`config.mk`:
```
export PLATFORM = sky130hd
export DESIGN_NAME = ufm_evt_sched_flat
export DESIGN_NICKNAME = d
export VERILOG_FILES = /design/src/rtl/ufm_evt_sched_if.sv /design/src/rtl/ufm_evt_sched.sv /design/src/flat_wrapper.sv
export SDC_FILE = /design/constraint.sdc
export NUM_CORES = 1
export LEC_CHECK = 0
export ABC_AREA = 1
export CAP_MARGIN = 20
export CORE_MARGIN = 4
export CORE_UTILIZATION = 40
export CTS_CLUSTER_SIZE = 24
export DETAILED_ROUTE_END_ITERATION = 12
export PLACE_DENSITY = 0.7
export REMOVE_ABC_BUFFERS = 1
export SETUP_SLACK_MARGIN = 0.5
export SYNTH_ARGS = -nofsm -noshare
export SYNTH_HDL_FRONTEND = slang
export SYNTH_SLANG_ARGS = --single-unit
```
`constraint.sdc`:
```
create_clock -name clk_i -period 2.95 [get_ports clk_i]
set_input_delay 0.59 -clock clk_i [delete_from_list [all_inputs] [get_ports clk_i]]
set_output_delay 0.59 -clock clk_i [all_outputs]
set_load 0.005 [all_outputs]
```
`src/rtl/ufm_evt_sched_if.sv`:
```
// Event-in and UFM-write bus of the event scheduler, named from the scheduler's side.
// master = scheduler, slave = event source / UFM write engine.
interface ufm_evt_sched_if;
    logic        evt_vld_i;
    logic [7:0]  evt_code_i;
    logic        wr_req_o;
    logic [11:0] wr_addr_o;
    logic [7:0]  wr_data_o;
    logic        wr_ack_i;

    modport master (
        input  evt_vld_i,
        input  evt_code_i,
        input  wr_ack_i,
        output wr_req_o,
        output wr_addr_o,
        output wr_data_o
    );

    modport slave (
        output evt_vld_i,
        output evt_code_i,
        output wr_ack_i,
        input  wr_req_o,
        input  wr_addr_o,
        input  wr_data_o
    );
endinterface

```
`src/rtl/ufm_evt_sched.sv`:
```
// UFM event logger: buffers event codes and writes each to the next UFM page.
// Ack timeout, retry and drop handling are built only with `define UFM_SCHED_TIMEOUT_EN.

// Generic synchronous FIFO, DEPTH a power of two (>= 2).
// Latency: a push into an empty FIFO is visible at head_dat_o after one edge.
// Backpressure: push is refused when full unless a pop happens on the same edge.
module ufm_evt_fifo #(
    parameter int WIDTH = 8,
    parameter int DEPTH = 4
) (
    input  logic             clk_i,
    input  logic             rst_i,
    input  logic             push_vld_i,
    input  logic [WIDTH-1:0] push_dat_i,
    input  logic             pop_i,
    output logic [WIDTH-1:0] head_dat_o,
    output logic             full_o,
    output logic             empty_o
);
    localparam int AW = $clog2(DEPTH);
    localparam logic [AW:0] CNT_FULL = (AW+1)'(DEPTH);

    logic [WIDTH-1:0] mem_q [DEPTH];
    logic [AW-1:0]    wr_ptr_q;
    logic [AW-1:0]    rd_ptr_q;
    logic [AW:0]      count_q;
    logic             do_push;
    logic             do_pop;

    assign full_o     = (count_q == CNT_FULL);
    assign empty_o    = (count_q == '0);
    assign head_dat_o = mem_q[rd_ptr_q];
    assign do_pop     = pop_i && !empty_o;
    assign do_push    = push_vld_i && (!full_o || do_pop);

    always_ff @(posedge clk_i) begin
        if (do_push) begin
            mem_q[wr_ptr_q] <= push_dat_i;
        end
    end

    always_ff @(posedge clk_i) begin
        if (rst_i) begin
            wr_ptr_q <= '0;
            rd_ptr_q <= '0;
            count_q  <= '0;
        end else begin
            if (do_push) begin
                wr_ptr_q <= wr_ptr_q + AW'(1);
            end
            if (do_pop) begin
                rd_ptr_q <= rd_ptr_q + AW'(1);
            end
            if (do_push && !do_pop) begin
                count_q <= count_q + (AW+1)'(1);
            end else if (!do_push && do_pop) begin
                count_q <= count_q - (AW+1)'(1);
            end
        end
    end
endmodule

// Scheduler: one UFM page write at a time; the page pointer advances only on ack.
// Latency: wr_req_o rises on the 3rd edge after the event edge (empty FIFO, hold low).
// Backpressure: ufm_hold_i stalls new starts only; a push into a full FIFO is lost and sets ovf_o.
module ufm_evt_sched #(
    parameter int          FIFO_DEPTH  = 4,
    parameter logic [11:0] LAST_PAGE   = 12'd255,
    parameter logic [15:0] ACK_TIMEOUT = 16'd1000,
    parameter logic [1:0]  MAX_RETRY   = 2'd3
) (
    input  logic            clk_i,
    input  logic            rst_i,
    input  logic            ufm_hold_i,
    ufm_evt_sched_if.master bus,
    output logic            fifo_full_o,
    output logic            ovf_o,
    output logic            err_o
);
    typedef enum logic [2:0] {
        S_IDLE,
        S_WAIT_HOLD,
        S_ISSUE,
        S_WAIT_ACK,
        S_BACKOFF
    } state_t;

    state_t      state_q;
    logic        wr_req_q;
    logic [11:0] wr_addr_q;
    logic [7:0]  wr_data_q;
    logic [11:0] page_q;
    logic        ovf_q;

    logic [7:0]  head_dat;
    logic        fifo_empty;
    logic        fifo_full;
    logic        fifo_pop;
    logic        ack_hit;

    // Ack only counts while a write is outstanding; stray strobes are ignored.
    assign ack_hit = (state_q == S_WAIT_ACK) && bus.wr_ack_i;

`ifdef UFM_SCHED_TIMEOUT_EN
    logic [15:0] tmo_cnt_q;
    logic [1:0]  retry_q;
    logic [3:0]  boff_cnt_q;
    logic        err_q;
    logic        tmo_hit;
    logic        drop_hit;

    // An ack on the timeout cycle takes priority, so tmo_hit excludes it.
    assign tmo_hit  = (state_q == S_WAIT_ACK) && !bus.wr_ack_i &&
                      (tmo_cnt_q == ACK_TIMEOUT - 16'd1);
    assign drop_hit = tmo_hit && (retry_q == MAX_RETRY);
    assign fifo_pop = ack_hit || drop_hit;
    assign err_o    = err_q;
`else
    logic unused_cfg;
    assign unused_cfg = ^{ACK_TIMEOUT, MAX_RETRY};
    assign fifo_pop   = ack_hit;
    assign err_o      = 1'b0;
`endif

    ufm_evt_fifo #(
        .WIDTH (8),
        .DEPTH (FIFO_DEPTH)
    ) u_fifo (
        .clk_i      (clk_i),
        .rst_i      (rst_i),
        .push_vld_i (bus.evt_vld_i),
        .push_dat_i (bus.evt_code_i),
        .pop_i      (fifo_pop),
        .head_dat_o (head_dat),
        .full_o     (fifo_full),
        .empty_o    (fifo_empty)
    );

    assign fifo_full_o   = fifo_full;
    assign ovf_o         = ovf_q;
    assign bus.wr_req_o  = wr_req_q;
    assign bus.wr_addr_o = wr_addr_q;
    assign bus.wr_data_o = wr_data_q;

    always_ff @(posedge clk_i) begin
        if (rst_i) begin
            state_q    <= S_IDLE;
            wr_req_q   <= 1'b0;
            wr_addr_q  <= '0;
            wr_data_q  <= '0;
            page_q     <= '0;
            ovf_q      <= 1'b0;
`ifdef UFM_SCHED_TIMEOUT_EN
            tmo_cnt_q  <= '0;
            retry_q    <= '0;
            boff_cnt_q <= '0;
            err_q      <= 1'b0;
`endif
        end else begin
            // A simultaneous pop frees the slot, so only an unmatched push into a full FIFO is lost.
            if (bus.evt_vld_i && fifo_full && !fifo_pop) begin
                ovf_q <= 1'b1;
            end

            case (state_q)
                S_IDLE: begin
                    if (!fifo_empty) begin
                        state_q <= S_WAIT_HOLD;
                    end
                end

                S_WAIT_HOLD: begin
                    if (!ufm_hold_i) begin
                        state_q <= S_ISSUE;
                    end
                end

                S_ISSUE: begin
                    wr_req_q  <= 1'b1;
                    wr_addr_q <= page_q;
                    wr_data_q <= head_dat;
`ifdef UFM_SCHED_TIMEOUT_EN
                    tmo_cnt_q <= '0;
`endif
                    state_q   <= S_WAIT_ACK;
                end

                S_WAIT_ACK: begin
                    if (ack_hit) begin
                        wr_req_q <= 1'b0;
                        page_q   <= (page_q == LAST_PAGE) ? 12'd0 : page_q + 12'd1;
`ifdef UFM_SCHED_TIMEOUT_EN
                        retry_q  <= '0;
`endif
                        state_q  <= S_IDLE;
                    end
`ifdef UFM_SCHED_TIMEOUT_EN
                    else if (tmo_hit) begin
                        wr_req_q <= 1'b0;
                        if (drop_hit) begin
                            // Give up: event already popped, page left for the next event.
                            err_q   <= 1'b1;
                            retry_q <= '0;
                            state_q <= S_IDLE;
                        end else begin
                            retry_q    <= retry_q + 2'd1;
                            boff_cnt_q <= '0;
                            state_q    <= S_BACKOFF;
                        end
                    end else begin
                        tmo_cnt_q <= tmo_cnt_q + 16'd1;
                    end
`endif
                end

                S_BACKOFF: begin
`ifdef UFM_SCHED_TIMEOUT_EN
                    if (boff_cnt_q == 4'd15) begin
                        state_q <= S_WAIT_HOLD;
                    end else begin
                        boff_cnt_q <= boff_cnt_q + 4'd1;
                    end
`else
                    state_q <= S_IDLE;
`endif
                end

                default: begin
                    state_q <= S_IDLE;
                end
            endcase
        end
    end
endmodule

```
`src/flat_wrapper.sv`:
```
// flat-port wrapper written by rule: the top's interface ports become plain ports
module ufm_evt_sched_flat 
#(
    parameter int          FIFO_DEPTH  = 4,
    parameter logic [11:0] LAST_PAGE   = 12'd255,
    parameter logic [15:0] ACK_TIMEOUT = 16'd1000,
    parameter logic [1:0]  MAX_RETRY   = 2'd3
)
  (clk_i, rst_i, ufm_hold_i, fifo_full_o, ovf_o, err_o, bus_evt_vld_i, bus_evt_code_i, bus_wr_ack_i, bus_wr_req_o, bus_wr_addr_o, bus_wr_data_o);
  ufm_evt_sched_if bus_i ();
  input  logic clk_i;
  input  logic rst_i;
  input  logic ufm_hold_i;
  output logic fifo_full_o;
  output logic ovf_o;
  output logic err_o;
  input wire logic [$bits(bus_i.evt_vld_i)-1:0] bus_evt_vld_i;
  input wire logic [$bits(bus_i.evt_code_i)-1:0] bus_evt_code_i;
  input wire logic [$bits(bus_i.wr_ack_i)-1:0] bus_wr_ack_i;
  output wire logic [$bits(bus_i.wr_req_o)-1:0] bus_wr_req_o;
  output wire logic [$bits(bus_i.wr_addr_o)-1:0] bus_wr_addr_o;
  output wire logic [$bits(bus_i.wr_data_o)-1:0] bus_wr_data_o;
  assign bus_i.evt_vld_i = bus_evt_vld_i;
  assign bus_i.evt_code_i = bus_evt_code_i;
  assign bus_i.wr_ack_i = bus_wr_ack_i;
  assign bus_wr_req_o = bus_i.wr_req_o;
  assign bus_wr_addr_o = bus_i.wr_addr_o;
  assign bus_wr_data_o = bus_i.wr_data_o;
  ufm_evt_sched #(.FIFO_DEPTH(FIFO_DEPTH), .LAST_PAGE(LAST_PAGE), .ACK_TIMEOUT(ACK_TIMEOUT), .MAX_RETRY(MAX_RETRY)) u_core (.clk_i(clk_i), .rst_i(rst_i), .ufm_hold_i(ufm_hold_i), .bus(bus_i), .fifo_full_o(fifo_full_o), .ovf_o(ovf_o), .err_o(err_o));
endmodule
```
[Yosys cells after proc, flatten, opt, wreduce, memory -nomap -nowiden]
Memory sizes are Yosys's and may differ from the RTL's. A register that Yosys moved wholly into a read port is not among the register bits.
Cells that the tools add are included.
Storage, ports and cells
  memories: 1
  memory bits (writable): 32
  memory bits (read-only): 0
  output and inout bits: 24
  bits in latches: 0
  logic and storage cells: 53
  register bits: 36
Operators by class
  muxes and demuxes: 11
  equal/unequal tests: 8
  multipliers: 0
  bitwise logic cells: 0
  shift-type cells: 0
  reductions and logical operators: 20
  add/subtract/negate cells: 5
  divide/modulo/power cells: 0
  magnitude comparators: 0
Memory list
  u_core.u_fifo.mem_q: words 4, bits a word 8, read ports 1, clocked after memory_dff 1, wr ports 1, RTL line ufm_evt_sched.sv:23  | logic [WIDTH-1:0] mem_q [DEPTH];
Operator list (count)
  2-to-1 mux 3 bit: 5
  adder 12 x 1 -> 12 bit (second input constant): 1
  equality test 12 x 8 -> 1 bit (second input constant): 1
  2-to-1 mux 12 bit: 1
  case mux 3 bit (4 select lines): 1
  logical AND 1 bit: 7
  equality test 3 x 2 -> 1 bit (second input constant): 2
  logical NOT 3 bit: 2
  logical NOT 1 bit: 5
  adder 2 x 1 -> 2 bit (second input constant): 2
  != test 2 bit (second input constant): 2
  AND reduction 2 bit: 2
  nonzero test 2 bit: 2
  adder 3 x 1 -> 3 bit (second input constant): 1
  equality test 3 x 1 -> 1 bit (second input constant): 1
  equality test 3 bit (second input constant): 1
  2-to-1 mux 1 bit: 3
  AND reduction 3 bit: 1
  subtractor 3 x 1 -> 3 bit (second input constant): 1
  != test 2 x 1 -> 1 bit (second input constant): 1
  case mux 1 bit (2 select lines): 1
  logical OR 1 bit: 1

[Depth between registers and ports, before layout]
  word-level depth: 9
  mapped depth: 13
  mapped depth without buffers: 13

[Hierarchy]
A second synthesis with hierarchy kept.
Unflattened totals
  cell total of the unflattened synthesis: 355
  area, all modules: 3256.9 um2
By module, submodules not included
  ufm_evt_fifo: cells an instance 148, times used 1, area each 1702.9 um2
  ufm_evt_sched: cells an instance 207, times used 1, area each 1554.0 um2

[Least setup slack after synthesis]
No wires, ideal clock.
  path type: reg-to-reg
  from: reg u_core.state_q[0]
  to: reg u_core.u_fifo.count_q[2]
  required time: 2829 ps
  path slack: 931 ps
  arrival: 1898 ps
  setup time: 121 ps
  cell stages (with the launch flop): 13
  cell sequence: dfxtp_1 -> ha_1 -> nand2_4 -> nand2_1 -> nand2_1 -> inv_1 -> ha_1 -> inv_1 -> fa_1 -> nand2_1 -> nand3_1 -> o21ai_0 -> a21oi_1
Between the ends
  cells in the longest elaborated chain, start to end: 8
  elaborated cells on any way between the ends: 11
  classes of those cells: eq/ne (1); mux (1); reduce/logical (9)
RTL lines
  start: declaration: RTL line ufm_evt_sched.sv:88  | state_t state_q;
  start signal: assignment: RTL line ufm_evt_sched.sv:147  | state_q <= S_IDLE;
  start signal: assignment: RTL line ufm_evt_sched.sv:168  | state_q <= S_WAIT_HOLD;
  start signal: assignment: RTL line ufm_evt_sched.sv:174  | state_q <= S_ISSUE;
  equality test 3 x 2 -> 1 bit *: RTL line ufm_evt_sched.sv:102  | assign ack_hit = (state_q == S_WAIT_ACK) && bus.wr_ack_i;
  logical AND 1 bit *: RTL line ufm_evt_sched.sv:102
  logical AND 1 bit *: RTL line ufm_evt_sched.sv:33  | assign do_pop = pop_i && !empty_o;
  logical OR 1 bit *: RTL line ufm_evt_sched.sv:34  | assign do_push = push_vld_i && (!full_o || do_pop);
  logical AND 1 bit *: RTL line ufm_evt_sched.sv:34
  via u_core.u_fifo.do_push: RTL line ufm_evt_sched.sv:27  | logic do_push;
  logical NOT 1 bit: RTL line ufm_evt_sched.sv:56  | end else if (!do_push && do_pop) begin
  logical AND 1 bit: RTL line ufm_evt_sched.sv:56
  nonzero test 2 bit (no source line)
  end signal: assignment: RTL line ufm_evt_sched.sv:55  | count_q <= count_q + (AW+1)'(1);
  end signal: assignment: RTL line ufm_evt_sched.sv:57  | count_q <= count_q - (AW+1)'(1);
  end: declaration: RTL line ufm_evt_sched.sv:26  | logic [AW:0] count_q;
The timed path passes the listed nets; every way through them passes the cells marked *.
A chain may end at the register's enable or synchronous reset.

[Final worst setup path]
Same ends and word-level chain as after synthesis.

==> impl_metrics.json <==
{
  "clock_insertion_delay_worst_skew_ps": 360,
  "port_buffers": 35,
  "worst_hold_path.endpoint": "u_core.ovf_o",
  "tritoncts.num_buffers": 9,
  "syn_avg_cell_area_um2": 8.70,
  "grt_max_degree": 26,
  "synth.distinct_cells": 30,
  "count_of_unresolved_drc_violations_after_routing": 0,
  "drt-total-wl_um": 6470,
  "num-nets-final": 436,
  "fin_crit_ps": 2240,
  "groute.usage.overall_pct": 14.0,
  "timing.reg2reg.worst_path_depth": 13,
  "netlist_area_mm2": 0.00325,
  "timing.final.setup_violations": 0,
  "reg_to_reg_slack_setup_ps": 710,
  "skew_ps": 15.1,
  "postSynthCellCount": 373,
  "postCtsHoldBufs": 0,
  "first_global_vias": 2364,
  "slowest_library_cell_on_the_worst_path": "dfxtp_1",
  "vertical_extent_of_the_die_um": 98.1,
  "grt_overflow": 0,
  "pre_cts_ws_ps": 163,
  "global_route_wire_length_before_repair_um": 10800,
  "synth-edff-count": 32,
  "floorplan.initialDensity_pct": 41.6,
  "final.period_utilization_pct": 76.1,
  "p_leak_nw": 1.56,
  "dp.final_hpwl_um": 4400,
  "final_core_util_pct": 50.1,
  "drive_gt1_share_pct": 7.91,
  "worst_slew_margin_rel_pct": 57.4,
  "drt-wirelength-per-cell_um": 12.5,
  "worst-endpoint-arrival_ps": 2510,
  "ys_seq_elements": 75,
  "setup-tns-final_ps": 0,
  "area_growth_pct": 20.5,
  "pin_count": 37,
  "via_to_cell_ratio": 4.83,
  "critical_path_capture_point_type": "register",
  "timing.rr.start": "u_core.state_q[0]",
  "number_of_antenna_violations_at_the_first_check_in_global_routing": 0,
  "gp_congestion": 0.828,
  "worst-endpoint-required_ps": 3220,
  "outcome": "complete, no violations",
  "critPathMaxStageDelay_ps": 400,
  "drtPass1Iterations": 4,
  "worst_path_most_repeated_cell": "inv_1",
  "cts_tree": "yes",
  "postCtsSetupBuffers": 0,
  "cp-start-kind": "register",
  "route.antenna.remaining_nets": 0,
  "final-max-slew-violation-count": 0,
  "dieArea_mm2": 0.00962,
  "rsz_0062_raised_after_global_routing": "no",
  "synthArstFlopShare_pct": 0,
  "path_clk_slew_ps": 70,
  "hp-class": "reg -> reg",
  "worst_path_buffer_plus_inverter_count": 3,
  "die-width_um": 98.1,
  "worst_r2r_endpoint": "u_core.u_fifo.count_q[2]",
  "worst_vdd_drop_mv": 0.372,
  "clk_root_buffer_cell": "clkbuf_8",
  "num_vias": 2507,
  "pwr_density_cell_mw_per_mm2": 703,
  "design.core.area_mm2": 0.00781,
  "cts_buffer_depth": 2,
  "final.hold.worst_slack_ps": 454,
  "worst_slack_ps": 706,
  "biggest_fanout_along_the_worst_timing_path": 9,
  "hold_depth": 2,
  "std_cell_rows": 32,
  "hold_viol": 0,
  "cpLargestDelayFamily": "adder cells",
  "min_from": "u_core.ovf_o",
  "cts.htree.levels": 3,
  "worstMarginPinSlew_ps": 638,
  "timing.fmax_mhz": 446,
  "cap_viol_max_count": 0,
  "cts.sink_count": 75,
  "path_cells": "ha_2, nand2_4, nand2_2, nand2_1, inv_1, ha_1, inv_1, fa_1, inv_1, nand2_1, nand3_1, o21ai_0, a21oi_1",
  "synth.yosys.seq_area_share_pct": 56.1,
  "drt_iter0_markers": 84,
  "synth-warning-count": 0,
  "critical_path_class": "reg -> reg",
  "antenna_cells_inserted": 0,
  "dominantRegCellSynth": "dfxtp_1"
}
synth_stat cells (all sizes together), types with 3 or more instances:
master	count	area [um^2]
ha	10	125
nand4	6	37.5
a21oi	18	90.1
nand3	27	135
buf	9	51.3
clkbuf	4	15.0
edfxtp	32	961
xor2	3	26.3
nand2	45	181
inv	42	160
nor3	3	20.0
o21ai	35	175
dfxtp	43	861
nor2	90	355
metrics by stage:
stage / std cells / total power [mW] / cell area, um^2
CTS: 519 / 2.78 / 3900
floorplan: 360 / 1.67 / 3180
global route: 519 / 2.93 / 3910
finish: 519 / 2.75 / 3910
global placement: 503 / 1.96 / 3700
detailed placement: 503 / 1.99 / 3700
power by group:
part	internal [mW]	switching (mW)
sequential	1.23	0.0769
clock	0.394	0.399
combinational	0.313	0.335
cells in the final DEF (no fill, tap or decap), types with 9 or more instances in the layout:
| master | Yosys | layout |
|---|---|---|
| o21ai_0 | 33 | 33 |
| nand2_1 | 42 | 41 |
| nand3_1 | 27 | 27 |
| dfxtp_1 | 43 | 43 |
| a21oi_1 | 18 | 18 |
| inv_1 | 40 | 40 |
| ha_1 | 10 | 9 |
| edfxtp_1 | 32 | 32 |
| clkbuf_8 | 0 | 9 |
| clkdlybuf4s50_1 | 0 | 34 |
| nor2_1 | 87 | 87 |
sequential cells by signal, summed over array words and instances, names as in the netlist:
signal	flops
u_core.u_fifo.mem_q	32
u_core.bus.wr_addr_o	12
u_core.page_q	12
u_core.bus.wr_data_o	8
u_core.u_fifo.count_q	3
u_core.state_q	2
u_core.u_fifo.rd_ptr_q	2
u_core.u_fifo.wr_ptr_q	2
u_core.bus.wr_req_o	1
u_core.ovf_o	1
per-layer routing:
| layer | up-vias | wire length, um | GRT usage [%] |
|---|---|---|---|
| met4 | 0 | 87 | 4.05 |
| met2 | 57 | 3190 | 24.5 |
| li1 | 1291 | - | - |
| met1 | 1147 | 2820 | 16.0 |
| met3 | 12 | 374 | 5.36 |
| met5 | - | 0 | 0 |
worst register-to-register path, cell delays in order, from the launching register on:
cell,delay (ps)
dfxtp_1,400
ha_2,240
nand2_4,110
nand2_2,130
nand2_1,120
inv_1,80
ha_1,160
inv_1,70
fa_1,370
inv_1,70
nand2_1,50
nand3_1,100
o21ai_0,100
a21oi_1,180
cells by family after synthesis:
kind of cell | count (synthesis) | synth area share, %
other cells | 1 | 0.115
simple gates | 173 | 22.9
buf+inv | 55 | 6.97
xor+xnor | 3 | 0.809
compound gates | 55 | 8.63
fa+ha+maj | 11 | 4.47
flops | 75 | 56.1
area by class of cell:
cell class	count	area, um^2
inverter	42	160
clock buffer	9	124
multi-input combinational	243	1200
fill	763	3900
sequential	75	1820
clock inverter	7	76.3
tap	102	128
timing repair buffer	41	398
repair_timing:
| item | 4_1_cts | 5_1_grt |
|---|---|---|
| resized for setup | 0 | 3 |
| hold endpoints to repair | 0 | 0 |
| endpoints found under the setup margin | 0 | 1 |
worst max path at each step:
| stage | start | endpoint | slack, ps | cells past startpoint |
|---|---|---|---|---|
| 4_1_cts | bus_wr_ack_i | u_core.u_fifo.count_q[2] | 540 | 13 |
| 3_5_place_dp | bus_wr_ack_i | u_core.u_fifo.count_q[2] | 160 | 13 |
| 5_1_grt | u_core.state_q[0] | u_core.u_fifo.count_q[2] | 520 | 13 |
| 6_report | u_core.state_q[0] | u_core.u_fifo.count_q[2] | 710 | 13 |
| 3_3_place_gp | bus_wr_ack_i | u_core.u_fifo.count_q[2] | 310 | 13 |
| 2_1_floorplan | u_core.state_q[0] | u_core.u_fifo.count_q[2] | 930 | 12 |
Power figures use the tool's default switching activity.
